===== src/rtl/ahb_arbiter_if.sv =====
// Arbiter-side bundle of the shared AHB control signals: requests/locks in,
// grants and owner indices out.
interface ahb_arbiter_if #(
  parameter int unsigned MASTER_NUM       = 4,
  parameter int unsigned MASTER_IDX_WIDTH = 2
);
  logic [MASTER_NUM-1:0]       ahb_req_in;
  logic [MASTER_NUM-1:0]       ahb_lock_in;
  logic [1:0]                  ahb_trans_in;
  logic [2:0]                  ahb_burst_in;
  logic                        ahb_ready_in;
  logic [MASTER_NUM-1:0]       ahb_grant_out;
  logic [MASTER_IDX_WIDTH-1:0] ahb_master_out;
  logic [MASTER_IDX_WIDTH-1:0] ahb_data_master_out;
  logic                        ahb_mastlock_out;

  modport slave (
    input  ahb_req_in, ahb_lock_in, ahb_trans_in, ahb_burst_in, ahb_ready_in,
    output ahb_grant_out, ahb_master_out, ahb_data_master_out, ahb_mastlock_out
  );

  modport master (
    output ahb_req_in, ahb_lock_in, ahb_trans_in, ahb_burst_in, ahb_ready_in,
    input  ahb_grant_out, ahb_master_out, ahb_data_master_out, ahb_mastlock_out
  );
endinterface


===== src/rtl/ahb_arbiter.sv =====
// Round-robin AHB arbiter that re-arbitrates only at transfer boundaries that are
// legal for the current owner (single/INCR beats, fixed-burst end, IDLE, lock release).
module ahb_arbiter #(
  parameter int unsigned MASTER_NUM       = 4,
  parameter int unsigned MASTER_IDX_WIDTH = 2,
  parameter int unsigned DEFAULT_MASTER   = 0
) (
  input logic           ahb_clk_in,
  input logic           ahb_rst_in,
  ahb_arbiter_if.slave  bus
);
  localparam int unsigned CNT_W = 4;
  localparam logic [1:0]  HTRANS_IDLE   = 2'd0;
  localparam logic [1:0]  HTRANS_BUSY   = 2'd1;
  localparam logic [1:0]  HTRANS_NONSEQ = 2'd2;
  localparam logic [1:0]  HTRANS_SEQ    = 2'd3;

  typedef enum logic [1:0] {
    ST_OPEN   = 2'd0,
    ST_BURST  = 2'd1,
    ST_LOCKED = 2'd2
  } state_t;

  state_t                      state_q, state_n;
  logic [CNT_W-1:0]            cnt_q, cnt_n;
  logic [MASTER_NUM-1:0]       grant_q, grant_n;
  logic [MASTER_IDX_WIDTH-1:0] master_q, master_n;
  logic [MASTER_IDX_WIDTH-1:0] data_master_q, data_master_n;
  logic                        mastlock_q, mastlock_n;

  logic [MASTER_NUM-1:0]       rot;
  logic [MASTER_IDX_WIDTH-1:0] sel;
  int                          off;
  logic                        any_req;
  logic [CNT_W-1:0]            len_m1;
  logic                        fixed_burst;
  logic                        owner_lock;
  logic                        do_open;
  logic                        do_rearb;

  // Rotate requests so bit 0 is the master after the current owner; first set bit wins.
  always_comb begin
    rot     = MASTER_NUM'({bus.ahb_req_in, bus.ahb_req_in} >> (int'(master_q) + 1));
    off     = 0;
    any_req = 1'b0;
    for (int k = 0; k < int'(MASTER_NUM); k++) begin
      if (!any_req && rot[k]) begin
        off     = k;
        any_req = 1'b1;
      end
    end
    sel = any_req ? MASTER_IDX_WIDTH'((int'(master_q) + 1 + off) % int'(MASTER_NUM))
                  : MASTER_IDX_WIDTH'(DEFAULT_MASTER);
  end

  always_comb begin
    case (bus.ahb_burst_in)
      3'd2, 3'd3: len_m1 = CNT_W'(3);
      3'd4, 3'd5: len_m1 = CNT_W'(7);
      3'd6, 3'd7: len_m1 = CNT_W'(15);
      default:    len_m1 = CNT_W'(0);
    endcase
    fixed_burst = (len_m1 != CNT_W'(0));
    owner_lock  = bus.ahb_lock_in[master_q];
  end

  always_comb begin
    state_n       = state_q;
    cnt_n         = cnt_q;
    grant_n       = grant_q;
    master_n      = master_q;
    data_master_n = data_master_q;
    mastlock_n    = mastlock_q;
    do_open       = 1'b0;
    do_rearb      = 1'b0;

    if (bus.ahb_ready_in) begin
      data_master_n = master_q;
      case (state_q)
        ST_OPEN: do_open = 1'b1;
        ST_BURST: begin
          case (bus.ahb_trans_in)
            HTRANS_SEQ: begin
              cnt_n = cnt_q - CNT_W'(1);
              if (cnt_q == CNT_W'(1)) begin
                if (owner_lock) begin
                  state_n    = ST_LOCKED;
                  mastlock_n = 1'b1;
                end else begin
                  do_rearb = 1'b1;
                end
              end
            end
            HTRANS_BUSY: begin
            end
            default: begin
              // Early termination: re-evaluate as if the burst never started.
              cnt_n   = CNT_W'(0);
              do_open = 1'b1;
            end
          endcase
        end
        ST_LOCKED: begin
          // Track fixed bursts inside the lock so release waits for the last beat.
          if (bus.ahb_trans_in == HTRANS_SEQ && cnt_q != CNT_W'(0)) begin
            cnt_n = cnt_q - CNT_W'(1);
          end else if (bus.ahb_trans_in == HTRANS_NONSEQ) begin
            cnt_n = len_m1;
          end else if (bus.ahb_trans_in == HTRANS_IDLE) begin
            cnt_n = CNT_W'(0);
          end
          if (owner_lock) begin
            mastlock_n = (bus.ahb_trans_in != HTRANS_IDLE);
          end else if (cnt_q == CNT_W'(0) && bus.ahb_trans_in != HTRANS_BUSY) begin
            do_rearb = 1'b1;
          end
        end
        default: state_n = ST_OPEN;
      endcase

      if (do_open) begin
        if (bus.ahb_trans_in == HTRANS_NONSEQ && fixed_burst) begin
          cnt_n   = len_m1;
          state_n = ST_BURST;
        end else if (owner_lock) begin
          state_n    = ST_LOCKED;
          mastlock_n = 1'b1;
        end else begin
          do_rearb = 1'b1;
        end
      end

      if (do_rearb) begin
        state_n    = ST_OPEN;
        cnt_n      = CNT_W'(0);
        grant_n    = MASTER_NUM'(1) << sel;
        master_n   = sel;
        mastlock_n = 1'b0;
      end
    end
  end

  always_ff @(posedge ahb_clk_in) begin
    if (ahb_rst_in) begin
      state_q       <= ST_OPEN;
      cnt_q         <= CNT_W'(0);
      grant_q       <= MASTER_NUM'(1) << DEFAULT_MASTER;
      master_q      <= MASTER_IDX_WIDTH'(DEFAULT_MASTER);
      data_master_q <= MASTER_IDX_WIDTH'(DEFAULT_MASTER);
      mastlock_q    <= 1'b0;
    end else begin
      state_q       <= state_n;
      cnt_q         <= cnt_n;
      grant_q       <= grant_n;
      master_q      <= master_n;
      data_master_q <= data_master_n;
      mastlock_q    <= mastlock_n;
    end
  end

  assign bus.ahb_grant_out       = grant_q;
  assign bus.ahb_master_out      = master_q;
  assign bus.ahb_data_master_out = data_master_q;
  assign bus.ahb_mastlock_out    = mastlock_q;
endmodule


===== src/flat_wrapper.sv =====
// flat-port wrapper written by rule: the top's interface ports become plain ports
module ahb_arbiter_flat 
#(
  parameter int unsigned MASTER_NUM       = 4,
  parameter int unsigned MASTER_IDX_WIDTH = 2,
  parameter int unsigned DEFAULT_MASTER   = 0
)
  (ahb_clk_in, ahb_rst_in, bus_ahb_req_in, bus_ahb_lock_in, bus_ahb_trans_in, bus_ahb_burst_in, bus_ahb_ready_in, bus_ahb_grant_out, bus_ahb_master_out, bus_ahb_data_master_out, bus_ahb_mastlock_out);
  ahb_arbiter_if #(.MASTER_NUM(MASTER_NUM), .MASTER_IDX_WIDTH(MASTER_IDX_WIDTH)) bus_i ();
  input logic ahb_clk_in;
  input logic ahb_rst_in;
  input wire logic [$bits(bus_i.ahb_req_in)-1:0] bus_ahb_req_in;
  input wire logic [$bits(bus_i.ahb_lock_in)-1:0] bus_ahb_lock_in;
  input wire logic [$bits(bus_i.ahb_trans_in)-1:0] bus_ahb_trans_in;
  input wire logic [$bits(bus_i.ahb_burst_in)-1:0] bus_ahb_burst_in;
  input wire logic [$bits(bus_i.ahb_ready_in)-1:0] bus_ahb_ready_in;
  output wire logic [$bits(bus_i.ahb_grant_out)-1:0] bus_ahb_grant_out;
  output wire logic [$bits(bus_i.ahb_master_out)-1:0] bus_ahb_master_out;
  output wire logic [$bits(bus_i.ahb_data_master_out)-1:0] bus_ahb_data_master_out;
  output wire logic [$bits(bus_i.ahb_mastlock_out)-1:0] bus_ahb_mastlock_out;
  assign bus_i.ahb_req_in = bus_ahb_req_in;
  assign bus_i.ahb_lock_in = bus_ahb_lock_in;
  assign bus_i.ahb_trans_in = bus_ahb_trans_in;
  assign bus_i.ahb_burst_in = bus_ahb_burst_in;
  assign bus_i.ahb_ready_in = bus_ahb_ready_in;
  assign bus_ahb_grant_out = bus_i.ahb_grant_out;
  assign bus_ahb_master_out = bus_i.ahb_master_out;
  assign bus_ahb_data_master_out = bus_i.ahb_data_master_out;
  assign bus_ahb_mastlock_out = bus_i.ahb_mastlock_out;
  ahb_arbiter #(.MASTER_NUM(MASTER_NUM), .MASTER_IDX_WIDTH(MASTER_IDX_WIDTH), .DEFAULT_MASTER(DEFAULT_MASTER)) u_core (.ahb_clk_in(ahb_clk_in), .ahb_rst_in(ahb_rst_in), .bus(bus_i));
endmodule

===== config.mk =====
export PLATFORM = sky130hd
export DESIGN_NAME = ahb_arbiter_flat
export DESIGN_NICKNAME = d
export VERILOG_FILES = /design/src/rtl/ahb_arbiter_if.sv /design/src/rtl/ahb_arbiter.sv /design/src/flat_wrapper.sv
export SDC_FILE = /design/constraint.sdc
export NUM_CORES = 1
export LEC_CHECK = 0
export CAP_MARGIN = 20
export CORE_MARGIN = 2
export CORE_UTILIZATION = 52
export DETAILED_ROUTE_END_ITERATION = 16
export HOLD_SLACK_MARGIN = 0.05
export PLACE_DENSITY = 0.78
export SETUP_SLACK_MARGIN = 0.02
export SLEW_MARGIN = 20
export SYNTH_ARGS = -nofsm -noshare
export SYNTH_HDL_FRONTEND = slang
export SYNTH_SLANG_ARGS = --single-unit

===== constraint.sdc =====
create_clock -name ahb_clk_in -period 2.7 [get_ports ahb_clk_in]
set_input_delay 0.675 -clock ahb_clk_in [delete_from_list [all_inputs] [get_ports ahb_clk_in]]
set_output_delay 0.675 -clock ahb_clk_in [all_outputs]
set_load 0.01 [all_outputs]

# == Yosys cells after proc, flatten, opt, wreduce, memory -nomap -nowiden ==
# Index checks and enable logic that the tools add are counted.
# word_totals
regBits,15
input_bits,16
out_inout_bits,9
word_cells,95
# classes
addsub,3
n_lt_le_gt_ge,1
eq_ne,13
n_shift,2
mux,49
n_reduce_logical,21
# ops
op,n
$mux W1,25
$mux W4,6
$mux W2,10
$pmux W4 S2,2
$eq A3 B3 Y1 const B,4
$pmux W4 S3,1
$reduce_or A2 Y1,5
$reduce_bool A4 Y1,2
$shr A8 B3 Y4,1
$eq A2 B2 Y1 const B,3
$eq A3 B2 Y1 const B,2
$logic_and A1 B1 Y1,6
$pmux W1 S2,3
$eq A2 B1 Y1 const B,2
$eq A4 B1 Y1 const B,1
$logic_not A2 Y1,2
$logic_not A4 Y1,1
$pmux W2 S2,1
$shl A1 B2 Y4 const A,1
$sub A4 B1 Y4 const B,1
$add A2 B1 Y3 const B,1
$logic_not A1 Y1,3
$lt A2 B3 Y1 const B,1
$add A2 B2 Y2,1
other kinds (4),4

# == Depth between registers and ports, before layout ==
# depth
ltp_word,15
ltp_mapped,11
depth_no_buf,10

# == Worst setup path before layout ==
# OpenSTA, ideal clock, no wires.
# synth_path
path_kind,in2reg
startpoint,input bus_ahb_req_in[1]
endpoint,"register u_core.grant_q[0], in the netlist u_core.bus.ahb_grant_out[0]"
setup_time_ns,0.120
arrival_ns,2.289
required_ns,2.580
path_slack_ns,0.291
stages,8
n_path_buf,0
cell_sequence,or4_1 > o221ai_1 > ha_1 > xor2_1 > o21ai_0 > o32ai_1 > nor2_1 > a211o_1
# synth_via
elab_chain_len,14
word_cells_on_any_way,17
cone_classes,1 x add/sub; 2 x shift; 8 x mux; 6 x reduce/logical
# synth_rtl
item,line,source
start: declaration,flat_wrapper.sv:12,input wire logic [$bits(bus_i.ahb_req_in)-1:0] bus_ahb_req_in;
$shr A8 B3 Y4 (*),ahb_arbiter.sv:43,"rot = MASTER_NUM'({bus.ahb_req_in, bus.ahb_req_in} >> (int'(master_q) + 1));"
$mux W1,ahb_arbiter.sv:47,if (!any_req && rot[k]) begin
$logic_not A1 Y1,ahb_arbiter.sv:47,
$logic_and A1 B1 Y1,ahb_arbiter.sv:47,
$mux W1,ahb_arbiter.sv:47,
$logic_not A1 Y1,ahb_arbiter.sv:47,
$logic_and A1 B1 Y1,ahb_arbiter.sv:47,
$mux W1,ahb_arbiter.sv:47,
$logic_not A1 Y1,ahb_arbiter.sv:47,
$logic_and A1 B1 Y1,ahb_arbiter.sv:47,
$mux W2,ahb_arbiter.sv:47,
$add A2 B2 Y2,ahb_arbiter.sv:52,sel = any_req ? MASTER_IDX_WIDTH'((int'(master_q) + 1 + off) % int'(MASTER_NUM))
$mux W2 (*),ahb_arbiter.sv:52,
$shl A1 B2 Y4 (*),ahb_arbiter.sv:136,grant_n = MASTER_NUM'(1) << sel;
end signal: assignment,ahb_arbiter.sv:147,grant_q <= MASTER_NUM'(1) << DEFAULT_MASTER;
end signal: assignment,ahb_arbiter.sv:154,grant_q <= grant_n;
end: declaration,ahb_arbiter.sv:26,"logic [MASTER_NUM-1:0] grant_q, grant_n;"
# Mark *: on every way between the ends. The rest lies on a longest branch, timed or not.
# A chain may end at the register's enable or synchronous reset.

# == Worst setup path after layout ==
# Ends and elaborated chain as after synthesis.

==> impl_metrics.yaml <==
run_status:
  run_status: "finished clean"
hold_path:
  hold_path_startpoint: "u_core.bus.ahb_grant_out[1]$_SDFFE_PP0P_"
  hold_class: "flip-flop to flip-flop"
power:
  p_switching_w: 0.000262
  cellLeakagePower_nw: 0.692
  p_int_w: 0.000473
  p_per_area_mw_per_mm2: 410
  sw_frac_of_total_pct: 35.6
  power_frac_seq_pct: 35.3
  p_clk_share_pct: 17.5
  power_frac_comb_pct: 47.2
  p_total_w: 0.000734
  ir_worst_vdd_uv: 310
global_route:
  antenna_found_initial: 0
  grt_pass1_vias: 1298
  overflow: 0
  grt.total_usage_pct: 26.1
  grt_max_degree: 13
  grt_pass1_wl_mm: 5.69
clock_network:
  clock_latency_ns: 0.29
  cts_tree: "yes"
  ctsHoldBuffers: 0
  numCtsBuffers: 3
  clkSinkCount: 15
  clock_path_buffers: 2
  root_buffer: "clkbuf_4"
  clkTransAtPathRegs_ns: 0.09
  htree_levels: 1
timing:
  min_period_ns: 2.56
  setup_viol: 0
  relSlewSlack_pct: 67.2
  finalHoldViolations: 0
  post-route-period-util_pct: 94.9
  tns_ns: 0
  fmax_mhz: 390
  finalMaxSlewViolations: 0
  clock_skew_ns: 0.00228
  fin_hold_ws_ns: 0.489
  rsz0062_at_grt: "no"
  tightest_slew_ns: 0.491
critical_path:
  start_kind: "primary input"
  cp_data_required_time_ns: 2.88
  r2r_start: "u_core.cnt_q[1]$_SDFFE_PP0P_"
  critPathKind: "primary input to flip-flop"
  end_kind: "flip-flop"
  cpMaxStageDelayCell: "or4_1"
  max_stage_delay_ns: 0.53
  cp_max_fo: 4
  arrival_ns: 2.75
  startpoint: "bus_ahb_req_in[1]"
  crit_chain: "dlygate4sd2_1, or4_1, o221ai_1, ha_2, xor2_2, o21ai_1, o32ai_2, buf_4, nor2_1, a211o_1"
cells_and_area:
  fin_util_pct: 73.6
  instances_no_fill: 240
  final_common_cell: "buf_4"
  diodes: 0
  final_cell_mix: "27 x buf_4, 20 x nor2_1, 19 x clkdlybuf4s50_1"
  syn2layout_area_growth_pct: 35.4
  drive_above_1_share_pct: 21.4
  nets: 234
route:
  antenna_left: 0
  dr.max_layer_used: "met4"
  post_drt_via_cell_ratio: 6.10
  drt-met1-wl_mm: 1.65
  drcViolationCount: 0
  via_count: 1463
  wl_mm: 3.66
  wl_met2_mm: 1.86
  avgRoutedWirePerCell_um: 15.3
  firstDrtPassIters: 4
  drt-initial-drc-count: 43
  routed-wl-met3_um: 111
logic_synthesis:
  ys_top_cells_by_area: "dfxtp_1 23%, ha_1 6.6%, nor2_1 5.7%"
  ys_warn_count: 0
  yosysTopAreaCellShare_pct: 22.7
  synth-seq-cells: 15
  async_reset_ff_share_pct: 0
  synth_ff_type: "dfxtp_1"
  syn_area_mm2: 0.00132
  synth.largest_area_cell: "dfxtp_1"
  yosysSeqAreaShare_pct: 22.7
  synth_cells: 166
  ys_types: 53
  synth_nets: 189
  avgSynthCellArea_um2: 7.96
  synth_edf_count: 0
die:
  num_rows: 18
  die_w_um: 54.4
  initial_core_util_pct: 54.3
  io_pins: 25
  core_area_mm2: 0.00243
  die-area_mm2: 0.00296
  dieHeight_um: 54.4
placement:
  port_buffers: 23
  post-place-cells: 235
  dp_hpwl_mm: 2.88
  gp_congestion: 0.923
run:
  max_cap_violations: 0
==> area by class of cell <==
class                           count  area, um^2
Fill cell                         194         643
Inverter                            9        33.8
Sequential cell                    15         300
Multi-Input combinational cell    132         958
Clock buffer                        3        22.5
Tap cell                           30        37.5
Timing Repair Buffer               50         432
Clock inverter                      1        5.00
==> state kept, by name (all words and copies together), names as in the netlist <==
name,flops
u_core.bus.ahb_grant_out,4
u_core.cnt_q,4
u_core.bus.ahb_data_master_out,2
u_core.bus.ahb_master_out,2
u_core.state_q,2
u_core.bus.ahb_mastlock_out,1
==> power by group through the flow <==
| stage | logic [W] | clock network (W) | registers [W] |
|---|---|---|---|
| 2_1_floorplan | 0.000189 | 0 | 0.000259 |
| 3_3_place_gp | 0.000315 | 0 | 0.000261 |
| 3_5_place_dp | 0.000325 | 0 | 0.000262 |
| 4_1_cts | 0.000336 | 0.000132 | 0.000258 |
| 5_1_grt | 0.000376 | 0.000140 | 0.000261 |
| 6_report | 0.000347 | 0.000129 | 0.000259 |
==> synthesized netlist by cell type (2+ instances only) <==
library cell and instances:
nand3_1 7, o311ai_0 2, o32ai_1 5, a21oi_1 8, nand4_1 2, ha_1 7
xor2_1 3, mux2i_1 3, nand2b_1 4, o221ai_1 2, o21ai_0 10, or3b_4 2
dfxtp_1 15, a32o_1 2, nor3_1 2, a21boi_0 2, mux2_2 3, inv_1 9
o211ai_1 3, nor2b_1 3, nand2_1 8, a31oi_1 2, or3_1 2, clkbuf_1 8
o22ai_1 2, nor2_1 20, and3_1 3, a211oi_1 2
==> critical path, delay by kind of cell <==
kind	cells	cell delay, ns
AO/OA/AOI/OAI	4	0.64
AND/OR/NAND/NOR	2	0.57
buffers and inverters	2	0.43
adder cells (fa/ha/maj)	1	0.23
XOR/XNOR	1	0.20
==> repair_timing <==
| action | in CTS | in global routing |
|---|---|---|
| setup buffers | 1 | 0 |
| gates cloned | 0 | 0 |
| endpoints found under the setup margin | 2 | 4 |
| gates resized for setup | 5 | 3 |
| pin swaps | 1 | 2 |
==> cell families (layout without fill, tap and decap cells) <==
kind of cell / count (synthesis) / after routing / share of synthesized area [%]
buffers and inverters: 19 / 63 / 6.06
adder cells (fa/ha/maj): 7 / 7 / 6.63
AO/OA/AOI/OAI: 55 / 55 / 32.1
AND/OR/NAND/NOR: 60 / 60 / 24.0
multiplexers: 7 / 7 / 6.53
XOR/XNOR: 3 / 3 / 1.99
flip-flops: 15 / 15 / 22.7
==> per-layer routing <==
metal	vias to the layer above	global-route usage (%)
met5	-	0
met4	0	8.75
met3	5	1.64
met2	40	49.0
met1	692	31.2
li1	726	-
==> worst paths after layout <==
path                            slack, ns  depth (start not counted)                                       end
worst min register to register       0.49                          2  u_core.bus.ahb_grant_out[1]$_SDFFE_PP0P_
worst max-delay path                 0.14                         10  u_core.bus.ahb_grant_out[0]$_SDFFE_PP1P_
worst max register to register       0.17                          7  u_core.bus.ahb_grant_out[0]$_SDFFE_PP1P_
worst min-delay path                 0.49                          2  u_core.bus.ahb_grant_out[1]$_SDFFE_PP0P_
==> stage by stage <==
| stage | worst slack (ns) | instance area (um^2) |
|---|---|---|
| 2_1_floorplan | 0.291 | 1320 |
| 3_3_place_gp | -0.309 | 1740 |
| 3_5_place_dp | -0.395 | 1740 |
| 4_1_cts | 0.0234 | 1780 |
| 5_1_grt | 0.0631 | 1790 |
| 6_report | 0.137 | 1790 |
Note: power is estimated with default switching activity, not from simulation.
